**config.mk**
```make
export PLATFORM = sky130hd
export DESIGN_NAME = io_lcd_driver
export DESIGN_NICKNAME = d
export VERILOG_FILES = /design/src/rtl/io_lcd_pkg.sv /design/src/rtl/hex_to_seg7.sv /design/src/rtl/io_lcd_driver.sv
export SDC_FILE = /design/constraint.sdc
export NUM_CORES = 1
export LEC_CHECK = 0
export BUFFER_PORTS_ARGS = -buffer_cell sky130_fd_sc_hd__buf_4
export CAP_MARGIN = 40
export CORE_MARGIN = 2
export CORE_UTILIZATION = 50
export DETAILED_ROUTE_END_ITERATION = 6
export HOLD_SLACK_MARGIN = 0.12
export PLACE_DENSITY_LB_ADDON = 0.25
export SYNTH_ARGS = -nofsm -noshare
export SYNTH_HDL_FRONTEND = slang
export SYNTH_HIERARCHICAL = 1
export SYNTH_SLANG_ARGS = --single-unit
```
**constraint.sdc**
```tcl
create_clock -name clk -period 5.25 [get_ports clk]
set_input_delay 0.525 -clock clk [delete_from_list [all_inputs] [get_ports clk]]
set_output_delay 0.525 -clock clk [all_outputs]
set_load 0.02 [all_outputs]
```
**src/rtl/io_lcd_pkg.sv**
```systemverilog
// rtl/io_lcd_pkg.sv - shared constants for the seven-segment display driver
package io_lcd_pkg;

  localparam int SEG_A  = 0;
  localparam int SEG_B  = 1;
  localparam int SEG_C  = 2;
  localparam int SEG_D  = 3;
  localparam int SEG_E  = 4;
  localparam int SEG_F  = 5;
  localparam int SEG_G  = 6;
  localparam int SEG_DP = 7;

  localparam logic [7:0] SEG_BLANK = 8'hFF;
  localparam logic [3:0] SEL_NONE  = 4'hF;

  // Active-low patterns with dp off; entry n is the glyph for nibble n.
  localparam logic [15:0][7:0] HEX_SEG = {
    8'h8E, 8'h86, 8'hA1, 8'hC6, 8'h83, 8'h88, 8'h90, 8'h80,
    8'hF8, 8'h82, 8'h92, 8'h99, 8'hB0, 8'hA4, 8'hF9, 8'hC0
  };

endpackage

```
**src/rtl/hex_to_seg7.sv**
```systemverilog
// rtl/hex_to_seg7.sv - combinational hex nibble to active-low a..g segments
module hex_to_seg7
  import io_lcd_pkg::*;
(
  input  logic [3:0] nibble,
  output logic [6:0] seg
);

  logic [7:0] pattern;

  assign pattern = HEX_SEG[nibble];
  assign seg     = pattern[SEG_G:SEG_A];

endmodule

```
**src/rtl/io_lcd_driver.sv**
```systemverilog
// rtl/io_lcd_driver.sv - four-digit multiplexed seven-segment driver
module io_lcd_driver
  import io_lcd_pkg::*;
#(
  parameter int CYCLES_PER_DIGIT = 100000
) (
  input  logic       clk,
  input  logic       rst,
  input  logic [3:0] i_digit1,
  input  logic       i_show_digit1,
  input  logic [3:0] i_digit2,
  input  logic       i_show_digit2,
  input  logic [3:0] i_digit3,
  input  logic       i_show_digit3,
  input  logic [3:0] i_digit4,
  input  logic       i_show_digit4,
  output logic [3:0] o_select,
  output logic [7:0] o_segment
);

  localparam int CW = (CYCLES_PER_DIGIT > 2) ? $clog2(CYCLES_PER_DIGIT) : 1;
  localparam logic [CW-1:0] CNT_MAX = CW'(CYCLES_PER_DIGIT - 1);

  logic [CW-1:0] cnt;
  logic [1:0]    idx;
  logic [3:0]    nib;
  logic          show;
  logic [6:0]    dec;
  logic [3:0]    sel_next;
  logic [7:0]    seg_next;

  always_ff @(posedge clk or posedge rst) begin
    if (rst) begin
      cnt <= '0;
      idx <= '0;
    end else if (cnt == CNT_MAX) begin
      cnt <= '0;
      idx <= idx + 2'd1;
    end else begin
      cnt <= cnt + 1'b1;
    end
  end

  always_comb begin
    nib  = i_digit1;
    show = i_show_digit1;
    case (idx)
      2'd1: begin nib = i_digit2; show = i_show_digit2; end
      2'd2: begin nib = i_digit3; show = i_show_digit3; end
      2'd3: begin nib = i_digit4; show = i_show_digit4; end
      default: begin nib = i_digit1; show = i_show_digit1; end
    endcase
  end

  hex_to_seg7 u_dec (
    .nibble (nib),
    .seg    (dec)
  );

  // Blanked slots release the anode as well, so the decimal point never lights.
  always_comb begin
    sel_next = SEL_NONE;
    seg_next = SEG_BLANK;
    if (show) begin
      sel_next              = ~(4'b0001 << idx);
      seg_next[SEG_G:SEG_A] = dec;
    end
  end

  always_ff @(posedge clk or posedge rst) begin
    if (rst) begin
      o_select  <= SEL_NONE;
      o_segment <= SEG_BLANK;
    end else begin
      o_select  <= sel_next;
      o_segment <= seg_next;
    end
  end

endmodule

```
==> summary.txt, run 1 <==
Route
  – First-pass DRT Iterations: 4
  – Post-Route WL: 3260 um
  – Avg WL per Cell: 13.3 um
  – Vias: 1300
  – Initial DRC Count: 72
  – Post-DR vias/cell: 5.31
  – Routed Antenna Nets: 0
  – DRC errors left: 0

Yosys
  – Area leader, netlist: dfrtp_1
  – Synth unique cells: 38
  – Cell area after synthesis: 1740 sq um
  – Sequential share of the synthesized area: 0.439
  – Synth Instances: 163
  – Leading post-synthesis cells by cell area: dfrtp_1 (27%), dfstp_2 (17%), ha_1 (9.3%)
  – Area share of the largest cell type after synthesis: 0.273
  – Avg Synthesized Cell Area: 10.7 sq um
  – Largest family of logic cells by synthesized area: simple AND/OR/NAND/NOR gates
  – Simple-gate share of the synthesized area: 0.195
  – Post-Synth Adder-Cell Area: 0.0934
  – XOR/XNOR Fraction of Synth Area: 0.0704
  – Flops & latches, synth: 30
  – Synth Warn #: 6
  – Post-synthesis mux area share: 0.0841
  – Synth Area in Compound Gates: 0.0654
  – Syn_nets: 198

Power
  – Int Power: 0.332 mW
  – Pleak: 1.04 nW
  – Peak VDD IR: 0.0946 mV
  – Comb pwr share: 0.129
  – Sequential Power Share: 0.555
  – Switching part of the total: 0.235
  – PwrDens: 208 nW/um^2
  – Clk pwr share: 0.316
  – Net switching power: 0.102 mW
  – Total Power: 0.434 mW

GRT
  – Pin count of the biggest net entering global routing: 17
  – First-pass GRT wire length: 5620 um
  – Initial antenna violation count: 0
  – Gr ovfl total: 0
  – Vias in the first global route: 1302
  – All-layer global routing usage: 0.182

Die
  – Die Y: 63.0 um
  – Io pins: 34
  – Die X: 63.0 um
  – Rows: 21
  – Core Area: 3340 sq um
  – Total die area: 3970 sq um
  – Initial core utilization: 0.522

CTS
  – CTS-repair resized insts: 0
  – CTS tree: done
  – Clock sinks: 30
  – Clock root buffer: clkbuf_4
  – Worst-path clk slew: 0.09 ns
  – Hold-fix buffers, CTS: 0
  – Cts bufs inserted: 5
  – Maximum buffer depth of the clock tree: 2
  – CTS H-tree depth: 2
  – Worst skew pair latency: 0.32 ns
  – Number of setup buffers added after CTS: 0

Place
  – Setup WS pre-CTS: 2.60 ns
  – HPWL Detailed: 2510 um
  – IO buf count: 32
  – Final GP Congestion: 0.762
  – Placed cell areas: 2030 sq um

Min path
  – Hold crit path type: in -> async

Run status
  – Outcome: complete, no violations

STA
  – Worst slew pin tran: 0.824 ns
  – Setup_tns: 0 ns
  – Final setup viols: 0
  – Final worst-path cycle share: 0.505
  – Setup ws final: 2.60 ns
  – Slew Viols, Final: 0
  – RSZ-0062 raised after global routing: false
  – Fmax: 377 MHz
  – Clk_skew: 0.00851 ns
  – Hold Fails Final Rpt: 0
  – Slew margin rel.: 0.435
  – Min cycle time layout: 2.65 ns

Layout
  – Finished Core Util: 0.625
  – Design Area, Final: 2090 sq um
  – Fill count: 290
  – Layout cell share with drive strength beyond 1: 0.296
  – Number of diodes: 0
  – Total Nets Final: 233
  – P&R area growth vs syn: 19.8%

Critical path
  – Crit path capture type: flip-flop
  – R2R depth: 8
  – Worst path required time: 5.48 ns
  – Crit Path Category: reg -> reg
  – Crit Path Max Fanout: 7
  – Critical Path AT: 2.88 ns
  – Critical Path Source Type: flip-flop

Flow run
  – Maxcap violations: 0
-- layout make-up --
class                           count  area [sq um]  area share
Multi-Input combinational cell    113           890       0.426
Tap cell                           46          57.6      0.0276
Inverter                           14          52.6      0.0252
Sequential cell                    30           764       0.366
Timing Repair Buffer               34           263       0.126
Clock buffer                        7          55.1      0.0264
Clock inverter                      1          5.00     0.00240
-- cell families after synthesis --
kind of cell               after synthesis
other                                    1
adders and majority gates               13
muxes                                   12
AOI/OAI and AO/OA                       14
DFF                                     30
xor gates and xnor gates                14
buffers and inverters                   20
and+or+nand+nor                         59
-- worst paths after layout --
check                        from      endpoint  slack [ns]
max reg2reg                idx[0]  o_segment[3]        2.60
max in group asynchronous     rst  o_segment[1]        4.38
max                        idx[0]  o_segment[3]        2.60
min in group clk           cnt[0]        cnt[0]        0.48
min reg2reg                cnt[0]        cnt[0]        0.48
min                           rst        cnt[2]        0.27
-- worst max-delay path, cell delays in order, from the launching register on --
cell      delay, ns
dfrtp_1        0.41
inv_1          0.15
ha_1           0.33
mux2i_1        0.50
inv_1          0.19
ha_1           0.32
inv_1          0.05
mux4_1         0.46
nand2b_1       0.15
-- sequential cells by signal, indices dropped and copies added, names as in the netlist --
register	flops
cnt	17
idx	2
o_segment	7
o_select	4
-- synth_stat cells --
| master | n |
|---|---|
| and4_2 | 2 |
| xnor2_1 | 7 |
| mux2_4 | 2 |
| conb_1 | 1 |
| dfstp_2 | 11 |
| buf_4 | 1 |
| nand2_1 | 11 |
| and2_1 | 1 |
| and4_1 | 2 |
| mux2i_1 | 9 |
| o21ai_0 | 1 |
| or4b_4 | 1 |
| nand2b_1 | 9 |
| xor2_1 | 7 |
| clkbuf_1 | 3 |
| a222oi_1 | 5 |
| nor2_1 | 15 |
| or4_4 | 1 |
| dfrtp_1 | 19 |
| buf_6 | 1 |
| ha_1 | 13 |
| o22ai_1 | 1 |
| nor2b_1 | 1 |
| inv_1 | 14 |
| buf_2 | 1 |
| nand4_1 | 4 |
| nor4_4 | 1 |
| nor4bb_1 | 1 |
| a21oi_1 | 2 |
| o221ai_1 | 1 |
| a22o_1 | 1 |
| or4_1 | 1 |
| nor3_1 | 1 |
| a32o_1 | 1 |
| mux4_1 | 1 |
| nand3b_1 | 1 |
| o31ai_1 | 2 |
| nand3_1 | 7 |
-- power by group through the flow --
stage                     clock, mW  combinational (mW)  sequential, mW
after global routing          0.154              0.0621           0.241
after global placement            0              0.0530           0.245
after floorplan                   0              0.0258           0.251
after detailed placement          0              0.0567           0.245
after CTS                     0.143              0.0567           0.241
final                         0.137              0.0561           0.240
-- per-stage QoR --
stage          std cells  hold WS, ns
5_1_grt              245        0.314
2_1_floorplan        163        0.455
3_3_place_gp         235        0.472
6_report             245        0.268
3_5_place_dp         237        0.475
4_1_cts              245        0.273
-- per-layer routing --
layer  vias up  part of all wire  global-route usage
met3         4             0.047              0.0378
met1       620              0.41               0.195
li1        635                 -                   -
met4         0             0.012              0.0833
met5         -                 0                   0
met2        41              0.53               0.336
-- cells in the final DEF (no fill, tap or decap), drive strengths merged --
| master | count |
|---|---|
| buf | 34 |
| dfrtp | 19 |
| nor2 | 15 |
| inv | 14 |
| ha | 13 |
| nand2 | 11 |
| dfstp | 11 |
| mux2i | 9 |
| nand2b | 9 |
| xnor2 | 7 |
| nand3 | 7 |
| xor2 | 7 |
| clkbuf | 7 |
| a222oi | 5 |
| nand4 | 4 |
| and4 | 4 |
| o31ai | 2 |
| a21oi | 2 |
| mux2 | 2 |
| or4 | 2 |
| or4b | 1 |
| and2 | 1 |
| nand3b | 1 |
| nor4 | 1 |
| nor4bb | 1 |
| nor3 | 1 |
| nor2b | 1 |
| conb | 1 |
| clkinv | 1 |
| o221ai | 1 |
| o21ai | 1 |
| a32o | 1 |
| o22ai | 1 |
| a22o | 1 |
| mux4 | 1 |
(Power assumes the default switching activity.)
==> run 2: changes to the inputs <==
Clock period 5.25 ns to 2.75 ns, I/O delays scaled along.
==> run 2 against run 1 <==
Maximum frequency rose by 8.0%. Sequential share of layout area fell by 1.3 points. Global-route usage rose by 0.58 points. Worst hold slack improved by 0.13 ns. Power rose by 110%. Non-clock buffer count rose by 7. Via count rose by 1.2%. Clock skew rose by 0.0017 ns. Highest routed layer unchanged.
==> summary.txt, run 2 (synthesis gave the netlist of run 1 again) <==
Critical path
  – Crit Path Max Fanout: 6
  – Crit-path slowest cell: mux4_1
  – Largest stage delay, worst path: 0.48 ns
  – Critical Path AT: 2.73 ns
  – Crit path capture type: flip-flop
  – Critical Path Source Type: flip-flop
  – Crit-path cells: inv_1, ha_1, a222oi_1, mux2i_1, inv_1, ha_1, inv_1, mux4_1, nand2b_1
  – Crit-path most repeated cell: inv_1
  – Worst path required time: 3.02 ns
  – R2R depth: 9
  – Crit Path Category: reg -> reg

Layout
  – Number of diodes: 0
  – Leading cell types in the layout, fill and taps excluded: buf_4 (39), dfrtp_1 (19), nor2_1 (15)
  – Reg with most FFs: cnt
  – Max reg flops: 17
  – Commonest non-fill, non-tap cell in the layout: buf_4
  – Biggest regs: cnt x17, o_segment x7, o_select x4
  – Layout cell share with drive strength beyond 1: 0.320
  – Total Nets Final: 240
  – P&R area growth vs syn: 24.3%

Route
  – DRC errors left: 0
  – Vias: 1315
  – Post-Route WL: 3360 um
  – Routed Antenna Nets: 0
  – Avg WL per Cell: 13.3 um
  – First-pass DRT Iterations: 6
  – Initial DRC Count: 55
  – Post-DR vias/cell: 5.22

STA
  – Final worst-path cycle share: 0.893
  – Fmax: 407 MHz
  – Slew Viols, Final: 0
  – Setup_tns: 0 ns
  – Hold Fails Final Rpt: 0
  – Final setup viols: 0
  – Clk_skew: 0.0102 ns
  – Slew margin rel.: 0.480
  – Setup ws final: 0.295 ns
  – RSZ-0062 raised after global routing: false
  – Worst slew pin tran: 0.759 ns
  – Min cycle time layout: 2.45 ns

Die
  – Total die area: 3970 sq um
  – Core Area: 3340 sq um
  – Initial core utilization: 0.522
  – Die Y: 63.0 um
  – Rows: 21
  – Die X: 63.0 um
  – Io pins: 34

Min path
  – Number of cells on the worst hold path: 5
  – Hold crit path type: in -> reg

Flow run
  – Maxcap violations: 0

CTS
  – Worst-path clk slew: 0.10 ns
  – CTS H-tree depth: 2
  – Cts bufs inserted: 5
  – Worst skew pair latency: 0.34 ns
  – CTS tree: done
  – Maximum buffer depth of the clock tree: 2
  – Clock sinks: 30
  – Clock root buffer: clkbuf_4

GRT
  – Initial antenna violation count: 0
  – Pin count of the biggest net entering global routing: 14
  – First-pass GRT wire length: 5820 um
  – Gr ovfl total: 0
  – Vias in the first global route: 1332
  – All-layer global routing usage: 0.187

Power
  – PwrDens: 428 nW/um^2
  – Pleak: 1.07 nW
  – Peak VDD IR: 0.217 mV

Place
  – Setup WS pre-CTS: 0.205 ns
  – Final GP Congestion: 0.797
  – IO buf count: 32
  – HPWL Detailed: 2630 um

Run status
  – Outcome: complete, no violations
==> run 2: worst paths after layout <==
| check | startpoint | to | slack [ns] |
|---|---|---|---|
| max | idx[0] | o_segment[3] | 0.30 |
| min | i_show_digit1 | o_select[3] | 0.40 |
| max reg2reg | idx[0] | o_segment[3] | 0.30 |
| min reg2reg | cnt[0] | cnt[0] | 0.49 |
| max in group asynchronous | rst | o_segment[4] | 1.69 |
| min in group asynchronous | rst | idx[1] | 0.50 |
==> run 2: what timing repair did <==
action                                  in CTS  in global routing
hold buffers                                 1                  0
resized for setup                            0                  0
endpoints found under the setup margin       0                  1
hold endpoints to repair                     6                  0
setup buffers                                0                  1
==> run 2: final cells by class <==
class	instances	area, sq um
clock buffer	5	37.5
timing repair buffer	41	318
tap	46	57.6
multi-input combinational	113	890
sequential	30	764
clock inverter	3	45.0
fill	285	1170
inverter	14	52.6
==> run 2: report_power, final <==
group	leakage (nW)	internal [mW]	total [mW]	switching [mW]
sequential	0.367	0.457	0.459	0.00272
clock	0.0374	0.191	0.353	0.163
combinational	0.667	0.0581	0.115	0.0567
==> run 2: critical path: cells and delay by family (launching register included) <==
family | cells | cell delay (ns)
multiplexers | 2 | 0.72
adder cells (fa/ha/maj) | 2 | 0.60
flip-flops | 1 | 0.42
buffers and inverters | 3 | 0.37
AND/OR/NAND/NOR | 1 | 0.16
AO/OA/AOI/OAI | 1 | 0.11
==> run 2: routing by layer <==
| layer | wire length, um | vias up | GRT usage |
|---|---|---|---|
| li1 | - | 647 | - |
| met1 | 1350 | 622 | 0.203 |
| met2 | 1810 | 41 | 0.336 |
| met3 | 163 | 5 | 0.0559 |
| met4 | 40 | 0 | 0.0806 |
| met5 | 0 | - | 0 |
==> run 2: through the flow <==
stage / hold slack (ns) / utilization / power, mW / instances / cell area [sq um]
detailed placement: 0.336 / 0.619 / 0.581 / 242 / 2060
floorplan: 0.358 / - / 0.529 / 163 / 1740
global placement: 0.467 / 0.614 / 0.574 / 241 / 2050
CTS: 0.392 / 0.646 / 0.935 / 251 / 2160
global route: 0.419 / 0.649 / 0.971 / 252 / 2160
finish: 0.401 / 0.649 / 0.927 / 252 / 2160
==> run 3: changes to the inputs <==
Settings changed: CORE_ASPECT_RATIO set to 0.9.
==> run 3 against run 2 <==
Routed wire length grew 1.5%. Worst setup slack lost 0.080 ns. Sequential share of layout area shrank 0.30 points. Worst hold slack gained 0.071 ns. Non-clock buffer count shrank 1. Critical path depth is the same. Largest power group unchanged.
==> summary.txt, run 3 (synthesis gave the netlist of run 1 again) <==
Place
  – IO buf count: 32
  – Inst Count DP: 240
  – HPWL Detailed: 2620 um
  – Setup WS pre-CTS: 0.171 ns
  – Placed cell areas: 2070 sq um
  – Final GP Congestion: 0.755

STA
  – Slew Viols, Final: 0
  – Setup_tns: 0 ns
  – Clk_skew: 0.00406 ns
  – Final setup viols: 0
  – Setup ws final: 0.215 ns
  – Worst slew pin tran: 0.708 ns
  – Min cycle time layout: 2.53 ns
  – RSZ-0062 raised after global routing: false
  – Slew margin rel.: 0.514
  – Fmax: 394 MHz
  – Hold_ws: 0.472 ns
  – Hold Fails Final Rpt: 0
  – Final worst-path cycle share: 0.922

GRT
  – First-pass GRT wire length: 5690 um
  – Pin count of the biggest net entering global routing: 20
  – Vias in the first global route: 1336
  – All-layer global routing usage: 0.193
  – Initial antenna violation count: 0
  – Gr ovfl total: 0

Critical path
  – Crit path launch: idx[0]
  – Crit-path most repeated cell: inv_1
  – Crit path capture type: flip-flop
  – Largest stage delay, worst path: 0.48 ns
  – Crit-path slowest cell: mux4_1
  – Critical Path AT: 2.74 ns
  – Crit Path Max Fanout: 6
  – R2r startpoint: idx[0]
  – Register-to-Register Setup Slack: 0.22 ns
  – Critical Path Source Type: flip-flop
  – Worst path required time: 2.95 ns
  – Crit Path Category: reg -> reg
  – Crit Reg-Reg Endpoint: o_segment[3]
  – Crit-path cells: inv_1, ha_1, a222oi_1, mux2i_2, inv_1, ha_1, inv_1, mux4_1, nand2b_1
  – R2R depth: 9

Route
  – DRC errors left: 0
  – Post-Route WL: 3410 um
  – First-pass DRT Iterations: 5
  – Routed Antenna Nets: 0
  – Avg WL per Cell: 13.7 um
  – Initial DRC Count: 57
  – Post-DR vias/cell: 5.34
  – Vias: 1329

Power
  – Switching part of the total: 0.235
  – Peak VDD IR: 0.225 mV
  – Net switching power: 0.220 mW
  – Pleak: 1.08 nW
  – Int Power: 0.717 mW
  – PwrDens: 429 nW/um^2
  – Sequential Power Share: 0.491
  – Total Power: 0.937 mW
  – Comb pwr share: 0.125
  – Clk pwr share: 0.385

Layout
  – Number of diodes: 0
  – Post-route insts no fill: 249
  – Design Area, Final: 2180 sq um
  – Max reg flops: 17
  – Biggest regs: cnt x17, o_segment x7, o_select x4
  – Total Nets Final: 239
  – Reg with most FFs: cnt
  – Commonest non-fill, non-tap cell in the layout: buf_4
  – Finished Core Util: 0.651
  – Leading cell types in the layout, fill and taps excluded: buf_4 (38), dfrtp_1 (19), nor2_1 (15)
  – P&R area growth vs syn: 25.4%
  – Layout cell share with drive strength beyond 1: 0.322

Run status
  – Outcome: complete, no violations

CTS
  – CTS tree: done
  – Clock sinks: 30
  – Maximum buffer depth of the clock tree: 2
  – Worst-path clk slew: 0.06 ns
  – Worst skew pair latency: 0.28 ns
  – Clock root buffer: clkbuf_8
  – CTS H-tree depth: 2
  – Number of setup buffers added after CTS: 0
  – Cts bufs inserted: 5

Min path
  – Hold path start: i_show_digit1
  – Hold EP: o_select[3]
  – Hold crit path type: in -> reg
  – Number of cells on the worst hold path: 5

Flow run
  – Maxcap violations: 0

Die
  – Rows: 20
  – Io pins: 34
  – Die X: 66.2 um
  – Core Area: 3350 sq um
  – Total die area: 3970 sq um
  – Die Y: 60.0 um
  – Initial core utilization: 0.519
## run 3: what timing repair did
item | in CTS | in global routing
setup endpoints to repair | 0 | 1
gates resized for setup | 0 | 1
hold endpoints to repair | 2 | 0
hold buffers | 1 | 0
## run 3: cell type report
class,count,area (sq um)
fill,282,1170
multi-input combinational,113,893
sequential,30,764
timing repair buffer,40,323
clock buffer,6,82.6
tap,44,55.1
inverter,14,52.6
clock inverter,2,12.5
## run 3: how the worst max path moves through the flow
stage / endpoint / slack [ns] / cells after the start
after floorplan: o_segment[3] / 0.22 / 9
after global placement: o_segment[3] / 0.36 / 9
after detailed placement: o_segment[3] / 0.17 / 9
after CTS: o_segment[3] / 0.16 / 9
after global routing: o_segment[3] / 0.06 / 9
final: o_segment[3] / 0.22 / 9
## run 3: critical path: cells and delay by family (launching register included)
kind	cells	cell delay, ns
muxes	2	0.79
adders and majority gates	2	0.60
DFF	1	0.41
buffers and inverters	3	0.37
and+or+nand+nor	1	0.16
AOI/OAI and AO/OA	1	0.13
## run 3: per-layer routing
metal  routed length (um)  global-route usage
met5                    0                   0
met4                   82              0.0991
met3                  175              0.0414
met2                 1770               0.343
met1                 1390               0.220
## run 3: power groups by stage
stage,clock network [mW],logic [mW],registers (mW)
finish,0.361,0.117,0.460
global route,0.392,0.127,0.460
CTS,0.374,0.117,0.460
detailed placement,0,0.116,0.468
global placement,0,0.106,0.467
floorplan,0,0.0493,0.479
